## config.mk

```make
export PLATFORM = sky130hd
export DESIGN_NAME = matrix_input_collector
export DESIGN_NICKNAME = d
export VERILOG_FILES = /design/src/rtl/matrix_input_collector.sv
export SDC_FILE = /design/constraint.sdc
export NUM_CORES = 1
export LEC_CHECK = 0
export CORE_ASPECT_RATIO = 0.8
export CORE_UTILIZATION = 53
export DETAILED_ROUTE_END_ITERATION = 12
export GPL_TIMING_DRIVEN = 0
export PLACE_DENSITY = 0.91
export SETUP_SLACK_MARGIN = 0.1
export SLEW_MARGIN = 0
export SYNTH_ARGS = -nofsm -noshare
export SYNTH_HDL_FRONTEND = slang
export SYNTH_SLANG_ARGS = --single-unit
```

## constraint.sdc

```tcl
create_clock -name clk -period 8.6 [get_ports clk]
set_input_delay 1.72 -clock clk [delete_from_list [all_inputs] [get_ports clk]]
set_output_delay 1.72 -clock clk [all_outputs]
set_load 0.02 [all_outputs]
```

## src/rtl/matrix_input_collector.sv

```systemverilog
// matrix_input_collector: byte-stream to packed matrix bus.
// Receives rows, cols, then elements in row-major order.
module matrix_input_collector #(
    parameter int DIM_MAX = 5,
    parameter int DATA_W  = 8
) (
    input  logic                              clk,
    input  logic                              reset,
    input  logic                              in_valid,
    output logic                              in_ready,
    input  logic [DATA_W-1:0]                 in_data,
    input  logic                              abort,
    output logic [$clog2(DIM_MAX+1)-1:0]      m_out,
    output logic [$clog2(DIM_MAX+1)-1:0]      n_out,
    output logic [DIM_MAX*DIM_MAX*DATA_W-1:0] matrix,
    output logic                              out_valid,
    input  logic                              out_ack,
    output logic                              error
);

    localparam int CW = $clog2(DIM_MAX + 1);
    localparam int IW = $clog2(DIM_MAX * DIM_MAX);
    localparam int BW = $clog2(DIM_MAX * DIM_MAX * DATA_W);
    localparam logic [CW-1:0] ONE = CW'(1);

    typedef enum logic [1:0] {
        S_M,
        S_N,
        S_E,
        S_DONE
    } state_t;

    state_t        state;
    state_t        next;
    logic [CW-1:0] row;
    logic [CW-1:0] col;
    logic [IW-1:0] idx;
    logic [BW-1:0] base;
    logic          accept;
    logic          dim_ok;
    logic          col_last;
    logic          last;
    logic          store_m;
    logic          store_n;
    logic          reject;
    logic          reject_n;
    logic          clear;
    logic          write;

    assign in_ready  = (state != S_DONE);
    assign out_valid = (state == S_DONE);
    assign accept    = in_valid && in_ready;
    assign dim_ok    = (in_data != '0) && (in_data <= DATA_W'(DIM_MAX));
    assign col_last  = (col == n_out - ONE);
    assign last      = col_last && (row == m_out - ONE);
    assign idx       = IW'(row) * IW'(DIM_MAX) + IW'(col);
    assign base      = BW'(idx) * BW'(DATA_W);

    // State register.
    always_ff @(posedge clk) begin
        if (reset) begin
            state <= S_M;
        end else begin
            state <= next;
        end
    end

    // Next state and per-cycle datapath strobes; abort beats the byte.
    always_comb begin
        next     = state;
        store_m  = 1'b0;
        store_n  = 1'b0;
        reject   = 1'b0;
        reject_n = 1'b0;
        clear    = 1'b0;
        write    = 1'b0;
        unique case (state)
            S_M: begin
                if (accept) begin
                    if (dim_ok) begin
                        store_m = 1'b1;
                        next    = S_N;
                    end else begin
                        reject = 1'b1;
                    end
                end
            end
            S_N: begin
                if (abort) begin
                    clear = 1'b1;
                    next  = S_M;
                end else if (accept) begin
                    if (dim_ok) begin
                        store_n = 1'b1;
                        next    = S_E;
                    end else begin
                        reject   = 1'b1;
                        reject_n = 1'b1;
                        next     = S_M;
                    end
                end
            end
            S_E: begin
                if (abort) begin
                    clear = 1'b1;
                    next  = S_M;
                end else if (accept) begin
                    write = 1'b1;
                    if (last) begin
                        next = S_DONE;
                    end
                end
            end
            S_DONE: begin
                if (out_ack) begin
                    next = S_M;
                end
            end
            default: next = S_M;
        endcase
    end

    // Dimensions, element bus, position counters and error pulse.
    always_ff @(posedge clk) begin
        if (reset) begin
            matrix <= '0;
            m_out  <= '0;
            n_out  <= '0;
            row    <= '0;
            col    <= '0;
            error  <= 1'b0;
        end else begin
            error <= reject;
            if (clear) begin
                matrix <= '0;
                m_out  <= '0;
                n_out  <= '0;
            end
            if (store_m) begin
                m_out  <= in_data[CW-1:0];
                matrix <= '0;
            end
            if (reject_n) begin
                m_out <= '0;
            end
            if (store_n) begin
                n_out <= in_data[CW-1:0];
                row   <= '0;
                col   <= '0;
            end
            if (write) begin
                matrix[base +: DATA_W] <= in_data;
                if (col_last) begin
                    col <= '0;
                    row <= row + ONE;
                end else begin
                    col <= col + ONE;
                end
            end
        end
    end

endmodule

```

==> key figures, run 1 <==
Logic synthesis
  – Fraction of registers with async set/reset: 0
  – Leading area contributor after synthesis: dfxtp_1
  – Fraction of post-synthesis cell area in the top cell type by area: 0.477
  – EDFF count, synth: 0
  – Synth Warn #: 0
  – Leading cell types by total area after synthesis: dfxtp_1 (48%), nand2_1 (7.8%), mux2i_1 (7.2%)
  – Most used DFF post-synth: dfxtp_1
  – Synth Register Bits: 215
  – Post-synth design cell area: 0.00902 sq mm
  – Number of distinct library cell variants in the gate-level netlist after synthesis: 67
  – Synthesized area per cell: 8.91 sq um
  – Nets in the synthesized netlist: 1047
  – Sequential-to-total area share from yosys stat: 0.477
  – Synth Instances: 1013

CTS
  – H-Tree Level Count: 1
  – Clock tree sinks: 215
  – Clk pin slew, worst setup/hold paths: 0.07 ns
  – Max clock buf depth: 3
  – Clock buffer count from CTS: 21
  – TritonCTS clock tree: built
  – Setup Buffers After CTS: 0
  – Gates resized, CTS repair: 0
  – Post-CTS Hold Buffers: 0
  – Clk Latency, worst-skew pair: 0.51 ns
  – Library cell used as clock root buffer: clkbuf_16

Critical path
  – Worst reg2reg path depth: 8
  – Maximum fanout encountered on the critical timing path: 8
  – Critical path endpoint: matrix[87]
  – Endpoint required time on the critical path: 9.02 ns
  – FF-to-FF setup slack: 4.93 ns
  – Critical path capture point type: flop
  – Endpoint of the worst register-to-register path: matrix[127]
  – Startpoint type of the worst setup path: input pin
  – Worst r2r src: row[1]
  – Arrival time reported for the critical path endpoint: 4.48 ns
  – Class of the most critical setup path: input pin to flop
  – Startpoint of the worst setup timing path: in_data[3]

Floorplan
  – Initial Utilization: 0.543
  – Floorplan die height: 119 um
  – Die area: 0.0176 sq mm
  – Die Width: 148 um
  – Number of top-level pins: 222
  – Core outline area: 0.0166 sq mm
  – Number of rows in the core area: 42

Status
  – Run status: finished clean

GRT
  – First-pass GRT wire length: 44800 um
  – Global-route usage over all layers: 0.322
  – Number of antenna violations at the first check in global routing: 0
  – Largest net degree at the start of global routing: 16
  – Number of global-route vias before repair: 8397
  – Overflow left after global routing: 0

Pwr
  – Leakage power summed over all cells: 4.58 nW
  – Pwr Density: 169 mW/mm^2
  – Worst vdd rail ir drop: 0.115 mV

Placed design
  – Final RePlAce weighted congestion: 0.981
  – Detail Placement HPWL: 20600 um
  – I/O Buffers: 217
  – Post-Place Cell Area: 0.0115 sq mm

STA
  – Final critical path time including I/O delays and setup: 4.06 ns
  – Max-slew violation total from the final report: 0
  – Slew HR: 0.0829
  – Peak Freq: 246 MHz
  – Post-Route Setup TNS: 0 ns
  – Worst Max-Slew Pin Slew: 1.37 ns
  – RSZ-0062 raised after global routing: no
  – Setup-violating endpoint count in the final report: 0
  – Share of the clock period used by the worst path: 0.472
  – Total count of hold-check failures in the final report: 0
  – Final setup skew: 0.0139 ns

Finish
  – Layout overhead on the synthesized area: 35.3%
  – Design area: 0.0122 sq mm
  – Net count, final: 1287
  – Antenna fix cells: 0
  – Commonest cells after routing, fill and taps aside: clkdlybuf4s50_1 (217), dfxtp_1 (215), nand2_1 (187)
  – Most common library cell in the layout ignoring fill and taps: clkdlybuf4s50_1
  – End-of-flow core utilization: 0.735
  – Share of cells above drive strength 1: 0.0812

Detailed routing
  – Vias per cell: 5.84
  – Wire length after detailed routing: 28900 um
  – Average wire length per cell after detail routing: 19.4 um
  – DRT Pass-1 Iters: 5
  – DRC errors left: 0
  – Via count: 8692
  – First DRT Iteration DRCs: 574
  – DRT antenna net count: 0

Hold path
  – Type of the worst min-delay path: flop to flop
  – Hold wc startpoint: matrix[33]
  – Worst Hold Path Cells: 2

Job
  – Max-capacitance violation count: 0
==> stage by stage <==
step / cells / setup WS (ns) / hold WS (ns) / power (mW)
after CTS: 1488 / 4.62 / 0.458 / 2.06
final: 1488 / 4.54 / 0.461 / 2.07
after global routing: 1488 / 4.40 / 0.472 / 2.12
after floorplan: 1013 / 5.16 / 0.469 / 1.07
after detailed placement: 1450 / 4.15 / 0.448 / 1.10
after global placement: 1450 / 4.22 / 0.435 / 1.10
==> metal layers <==
metal,up-vias,part of all wire,track usage
li1,3976,-,-
met4,0,0.030,0.124
met1,4165,0.40,0.414
met3,70,0.097,0.0625
met5,-,0,0
met2,481,0.47,0.533
==> cell usage after synthesis (2+ instances only) <==
master / n
dfxtp_1: 215
ha_1: 20
o21ai_0: 73
nand3_1: 83
nor3_1: 10
buf_2: 24
buf_4: 4
nand3_2: 2
xnor2_2: 2
or4_1: 2
nand2_1: 187
nor2b_1: 9
xor2_2: 2
a21oi_1: 44
o211ai_2: 2
mux2i_1: 65
and2_1: 6
xor2_1: 4
nor2_1: 77
or3_1: 3
nand2_2: 6
clkbuf_1: 31
a22o_1: 8
xnor2_1: 4
nand3b_1: 8
a31oi_1: 17
o2bb2ai_1: 8
nor3_2: 3
a21oi_2: 2
nand2b_1: 11
o21ai_2: 2
o21bai_1: 3
mux2_1: 8
a22oi_1: 4
nor4_4: 4
nand4_1: 12
inv_1: 11
and3_1: 6
buf_1: 3
==> cells by family after synthesis <==
family	Yosys count	share of synthesized area
AO/OA/AOI/OAI	176	0.120
XOR/XNOR	13	0.0176
adder cells (fa/ha/maj)	21	0.0300
buffers and inverters	75	0.0372
flip-flops	215	0.477
multiplexers	74	0.0833
AND/OR/NAND/NOR	439	0.234
==> registers in the layout, indices dropped and copies added, names as in the netlist <==
register and cells:
state 2, col 3, matrix 200, row 3, error 1, n_out 3, m_out 3
==> power breakdown <==
part | internal, mW | switching [mW]
Sequential | 0.996 | 0.000703
Clock | 0.597 | 0.391
Combinational | 0.0187 | 0.0645
==> worst min path at each step <==
stage                  end  slack [ns]
6_report        matrix[33]        0.46
4_1_cts         matrix[33]        0.46
5_1_grt         matrix[33]        0.47
3_5_place_dp   matrix[118]        0.45
3_3_place_gp    matrix[83]        0.44
2_1_floorplan     state[1]        0.47
==> critical path: stages <==
cell and delay [ns]:
clkdlybuf4s50_1 0.74, a211oi_1 0.21, a41oi_1 0.68, nand2b_1 0.28, a31oi_1 0.60, nand2_1 0.13
o21ai_0 0.10
==> layout make-up <==
class | count | area (sq um)
Clock buffer | 27 | 578
Tap cell | 220 | 275
Sequential cell | 215 | 4300
Fill cell | 1204 | 4390
Inverter | 11 | 41.3
Clock inverter | 11 | 164
Multi-Input combinational cell | 723 | 4380
Buffer | 64 | 294
Timing Repair Buffer | 217 | 2170
No activity file was read; power rests on OpenSTA's default activity.
==> run 2: changes to the inputs <==
--- a/config.mk
+++ b/config.mk
@@ -6,10 +6,10 @@
 export NUM_CORES = 1
 export LEC_CHECK = 0
 export CORE_ASPECT_RATIO = 0.8
-export CORE_UTILIZATION = 53
+export CORE_UTILIZATION = 50
 export DETAILED_ROUTE_END_ITERATION = 12
 export GPL_TIMING_DRIVEN = 0
-export PLACE_DENSITY = 0.91
+export PLACE_DENSITY = 0.87
 export SETUP_SLACK_MARGIN = 0.1
 export SLEW_MARGIN = 0
 export SYNTH_ARGS = -nofsm -noshare
==> constraint.sdc (replaced) <==
create_clock -name clk -period 4.06 [get_ports clk]
set_input_delay 0.812 -clock clk [delete_from_list [all_inputs] [get_ports clk]]
set_output_delay 0.812 -clock clk [all_outputs]
set_load 0.02 [all_outputs]
==> key figures, run 2 (synthesis results as in run 1) <==
Finish
  – Register containing the most flip-flops in the final layout: matrix (unchanged)
  – End-of-flow core utilization: 0.693 (was 0.735)
  – Net count, final: 1288 (was 1287)
  – Commonest cells after routing, fill and taps aside: clkdlybuf4s50_1 (217), dfxtp_1 (215), nand2_1 (187) (unchanged)
  – Antenna fix cells: 0 (unchanged)
  – Filler cells: 1290 (was 1204)
  – Design area: 0.0121 sq mm (was 0.0122 sq mm)
  – Share of cells above drive strength 1: 0.0758 (was 0.0812)
  – Layout overhead on the synthesized area: 34.2% (was 35.3%)
  – Number of flip-flops under the largest register name: 200 (unchanged)
  – Most common library cell in the layout ignoring fill and taps: clkdlybuf4s50_1 (unchanged)
  – Cell Count, Final, Fillers Out: 1491 (was 1488)

Pwr
  – Pwr Density: 339 mW/mm^2 (was 169 mW/mm^2)
  – Power Total: 4.11 mW (was 2.07 mW)
  – Worst vdd rail ir drop: 0.255 mV (was 0.115 mV)
  – Leakage power summed over all cells: 4.53 nW (was 4.58 nW)

Floorplan
  – Die area: 0.0186 sq mm (was 0.0176 sq mm)
  – Initial Utilization: 0.516 (was 0.543)
  – Number of top-level pins: 222 (unchanged)
  – Die Width: 152 um (was 148 um)
  – Number of rows in the core area: 43 (was 42)
  – Floorplan die height: 122 um (was 119 um)
  – Core outline area: 0.0175 sq mm (was 0.0166 sq mm)

Detailed routing
  – DRC errors left: 19 (was 0)
  – Wire length after detailed routing: 28200 um (was 28900 um)
  – First DRT Iteration DRCs: 656 (was 574)
  – Via count: 8651 (was 8692)
  – DRT Pass-1 Iters: 9 (was 5)
  – DRT antenna net count: 0 (unchanged)
  – Average wire length per cell after detail routing: 18.9 um (was 19.4 um)
  – Vias per cell: 5.80 (was 5.84)

Status
  – Run status: finished with violations (was finished clean)
  – Failing checks: DRC

CTS
  – Library cell used as clock root buffer: clkbuf_16 (unchanged)
  – TritonCTS clock tree: built (unchanged)
  – H-Tree Level Count: 1 (unchanged)
  – Clk Latency, worst-skew pair: 0.51 ns (about the same)
  – Gates resized, CTS repair: 0 (unchanged)
  – Clk pin slew, worst setup/hold paths: 0.06 ns (was 0.07 ns)
  – Post-CTS Hold Buffers: 0 (unchanged)
  – Setup Buffers After CTS: 0 (unchanged)
  – Clock buffer count from CTS: 21 (unchanged)
  – Max clock buf depth: 3 (unchanged)
  – Clock tree sinks: 215 (unchanged)

GRT
  – Number of global-route vias before repair: 8099 (was 8397)
  – Largest net degree at the start of global routing: 14 (was 16)
  – Number of antenna violations at the first check in global routing: 0 (unchanged)
  – Global-route usage over all layers: 0.295 (was 0.322)
  – First-pass GRT wire length: 43400 um (was 44800 um)
  – Overflow left after global routing: 0 (unchanged)

Critical path
  – Maximum fanout encountered on the critical timing path: 10 (was 8)
  – Class of the most critical setup path: flop to flop (was input pin to flop)
  – Slowest Stage Delay on Critical Path: 0.59 ns (was 0.74 ns)
  – Startpoint type of the worst setup path: flop (was input pin)
  – Stages on worst setup path: 10 (was 7)
  – Endpoint required time on the critical path: 4.48 ns (was 9.02 ns)
  – Cell-by-cell trace of the critical path: ha_1 -> ha_1 -> fa_1 -> buf_2 -> xor2_2 -> buf_2 -> nand2_1 -> a21oi_1 -> nand2_1 -> mux2i_1 (was clkdlybuf4s50_1 -> a211oi_1 -> a41oi_1 -> nand2b_1 -> a31oi_1 -> nand2_1 -> o21ai_0)
  – Dominant delay contributor by cell family on the critical path: adder cells (was compound AO/OA/AOI/OAI gates)
  – Crit path buf inv count: 2 (was 1)
  – Library cell contributing the largest single delay on the critical path: a21oi_1 (was clkdlybuf4s50_1)
  – Arrival time reported for the critical path endpoint: 4.04 ns (was 4.48 ns)
  – Worst reg2reg path depth: 10 (was 8)
  – Startpoint of the worst setup timing path: row[0] (was in_data[3])
  – Worst r2r src: row[0] (was row[1])
  – Critical path capture point type: flop (unchanged)

Placed design
  – I/O Buffers: 217 (unchanged)
  – Final RePlAce weighted congestion: 0.963 (was 0.981)
  – Post-placement cell count: 1455 (was 1450)
  – Pre-CTS setup slack: 0.554 ns (was 4.15 ns)
  – Detail Placement HPWL: 20200 um (was 20600 um)
  – Post-Place Cell Area: 0.0115 sq mm (about the same)

STA
  – RSZ-0062 raised after global routing: no (unchanged)
  – Max-slew violation total from the final report: 0 (unchanged)
  – Setup-violating endpoint count in the final report: 0 (unchanged)
  – Post-Route Setup TNS: 0 ns (unchanged)
  – Minimum hold slack: 0.460 ns (was 0.461 ns)
  – Worst Slack Setup Final: 0.446 ns (was 4.54 ns)
  – Worst Max-Slew Pin Slew: 0.888 ns (was 1.37 ns)
  – Total count of hold-check failures in the final report: 0 (unchanged)
  – Share of the clock period used by the worst path: 0.890
  – Peak Freq: 277 MHz
  – Final setup skew: 0.0128 ns (was 0.0139 ns)
  – Slew HR: 0.408 (was 0.0829)
  – Final critical path time including I/O delays and setup: 3.61 ns

Hold path
  – Hold wc startpoint: matrix[124] (was matrix[33])
  – Type of the worst min-delay path: flop to flop (unchanged)
  – Worst Hold Path Cells: 2 (unchanged)

Job
  – Max-capacitance violation count: 0 (unchanged)
-- run 2: changes by cell type in the layout (fill, tap and decap cells not counted) --
cell        previous run  this run
clkbuf_4               0         1
bufinv_16              4         0
clkinv_2               4         1
clkbuf_8               3         4
clkinvlp_4             2         0
clkbuf_1              34        39
-- run 2: report_power, final --
group	switching, mW	leakage (nW)	internal (mW)
clock	0.796	0.305	1.03
combinational	0.135	2.49	0.0396
sequential	0.00135	1.73	2.11
total	0.933	4.53	3.18
-- run 2: worst paths after layout --
path | end | slack (ns)
hold / removal | matrix[124] | 0.46
hold reg to reg | matrix[124] | 0.46
setup reg to reg | matrix[52] | 0.45
setup / recovery | matrix[52] | 0.45
-- run 2: cell type report --
cell class                 count  area [sq um]  area share
tap                          225           282      0.0232
sequential                   215          4300       0.355
clock buffer                  33           611      0.0504
multi-input combinational    723          4380       0.362
clock inverter                 2          13.8     0.00114
buffer                        64           294      0.0243
timing repair buffer         218          2180       0.180
inverter                      11          41.3     0.00341
-- run 2: metal layers --
layer	up-vias	track usage	wire, um
met5	-	0	0
met4	0	0.0912	750
met3	65	0.0534	2740
met2	461	0.488	12900
met1	4145	0.392	11800
li1	3980	-	-
-- run 2: tightest hold or removal path, delay by kind of cell (launching register included) --
kind | cells | cell delay, ns
AND/OR/NAND/NOR | 1 | 0.05
multiplexers | 1 | 0.05
flip-flops | 1 | 0.31
==> RTL change (config.mk and constraints of run 2) <==
Encoding of `state_t`: now Gray code (2 bits for 4 states).
--- a/src/rtl/matrix_input_collector.sv
+++ b/src/rtl/matrix_input_collector.sv
@@ -24,10 +24,10 @@
     localparam logic [CW-1:0] ONE = CW'(1);
 
     typedef enum logic [1:0] {
-        S_M,
-        S_N,
-        S_E,
-        S_DONE
+        S_M    = 2'b00,
+        S_N    = 2'b01,
+        S_E    = 2'b11,
+        S_DONE = 2'b10
     } state_t;
 
     state_t        state;
Formal check against the unedited RTL: same outputs for any inputs over 4 cycles, from zero or initial values and one cycle with reset high; so few cycles prove little.
==> RTL change against run 2 <==
- routed wire length up 2.2%
- clock skew down 0.0059 ns
- design area up 2.1%
- total power up 4.4%
- sequential cell count unchanged
- largest power group unchanged
- worst setup slack worse by 0.080 ns
- area after synthesis up 1.4%
- global-route usage up 0.44 points
==> RTL change: results (changes against run 2) <==
[outcome]
status=completed

[placement]
dp.final_hpwl_um=20800  ; +2.9%
dpl_cell_area_sq_mm=0.0116  ; +1.5%
io_buffers=221  ; +1.8%
dp.cells=1411  ; -3.0%
gp_congestion=0.936  ; -2.8%
dp_slack_ns=0.173  ; -0.381 ns

[power_and_ir_drop]
intPower_mw=3.36  ; +5.8%
ir_worst_vdd_mv=0.329  ; +29%
p_leak_nw=4.67  ; +3.1%

[detailed_routing]
drt-initial-drc-count=575  ; -12%
first_pass_iters=7  ; -2
routed_via_density=5.71  ; -1.6%
wl_um=28800  ; +2.2%
route.detailed.wl_per_inst_um=19.9  ; +5.2%

[yosys]
synthArstFlopShare=0  ; unchanged
synth_common_cells=dfxtp_1, nand2_1, mux2i_1
yosysSeqAreaShare=0.470  ; -0.00672
synth_area_leaders=dfxtp_1, mux2i_1, nand2_1, nand3_1, ha_1
syn_nets=995  ; -5.0%
yosysUniqueCellTypes=59  ; -12%
synth_cells=965  ; -4.7%

[critical_path]
cp.arrival_ns=4.06  ; +0.02 ns
crit_fanout=10  ; unchanged

[clock_tree]
clkLatencyLatePin_ns=0.49  ; -0.02 ns
cts_buffers=21  ; unchanged
root_buffer=clkbuf_16
cts_max_path_buffers=3  ; unchanged
postCtsSetupRepairBufs=0  ; unchanged
ctsResizeCount=0  ; unchanged
path_clk_slew_ns=0.06  ; about the same

[layout]
regMostFlops=matrix
largest_reg_flops=200  ; unchanged
fillers=1291  ; +0.078%
nets=1239  ; -3.8%
drive_gt1_frac=0.0630  ; -0.0129
diodes=0  ; unchanged

[grt]
antenna_found_initial=0  ; unchanged
grt_use_met2=0.482  ; -0.00674
grt_pass1_wl_um=43800  ; +0.81%
grt_start_max_net_pins=16  ; +2
grt_use_total=0.299  ; +0.00444
first_global_vias=7856  ; -3.0%
use_met3=0.0673  ; +0.0139
grt_use_met1=0.404  ; +0.0115

[sta]
setup_viol_count_final=0  ; unchanged
worstMarginPinSlew_ns=1.27  ; +0.386 ns
clock_skew_ns=0.00687  ; -0.00589 ns

[worst_hold_path]
hp-class=reg2reg

[RTL change: power by group through the flow]
stage	sequential (mW)	combinational (mW)	clock (mW)
2_1_floorplan	2.16	0.0748	0
3_3_place_gp	2.16	0.145	0
3_5_place_dp	2.16	0.148	0
4_1_cts	2.11	0.148	2.04
5_1_grt	2.11	0.159	2.12
6_report	2.11	0.152	2.03
[RTL change: logic make-up (layout without fill, tap and decap cells)]
family	count (synthesis)	after routing	synth area share
buffers and inverters	70	328	0.0325
DFF	215	215	0.470
xor gates and xnor gates	12	12	0.0148
adders and majority gates	17	17	0.0241
and+or+nand+nor	393	393	0.205
muxes	161	161	0.184
AOI/OAI and AO/OA	97	97	0.0692
[RTL change: cell type report]
type,count,area (sq um),area share
clock buffer,28,592,0.0479
buffer,62,268,0.0217
inverter,8,30.0,0.00243
timing repair buffer,221,2210,0.179
multi-input combinational,680,4550,0.368
tap,225,282,0.0228
sequential,215,4300,0.348
clock inverter,9,126,0.0102
[RTL change: final timing paths]
| kind | depth (start not counted) | slack [ns] | endpoint | start |
|---|---|---|---|---|
| max | 9 | 0.37 | matrix[78] | row[2] |
| min | 2 | 0.46 | matrix[120] | matrix[120] |
| max reg2reg | 9 | 0.37 | matrix[78] | row[2] |
| min reg2reg | 2 | 0.46 | matrix[120] | matrix[120] |
[RTL change: metal layers]
layer / wire, um / part of all wire
met1: 12200 / 0.42
met2: 12900 / 0.45
met3: 2970 / 0.10
met4: 674 / 0.023
met5: 0 / 0
[RTL change: worst max-delay path: stages (launching register included)]
cell       delay, ns
dfxtp_1         0.45
ha_1            0.29
ha_1            0.31
fa_1            0.53
or2_2           0.35
o21ai_0         0.53
o2111ai_1       0.58
clkbuf_1        0.34
nand3_1         0.13
o21ai_1         0.06
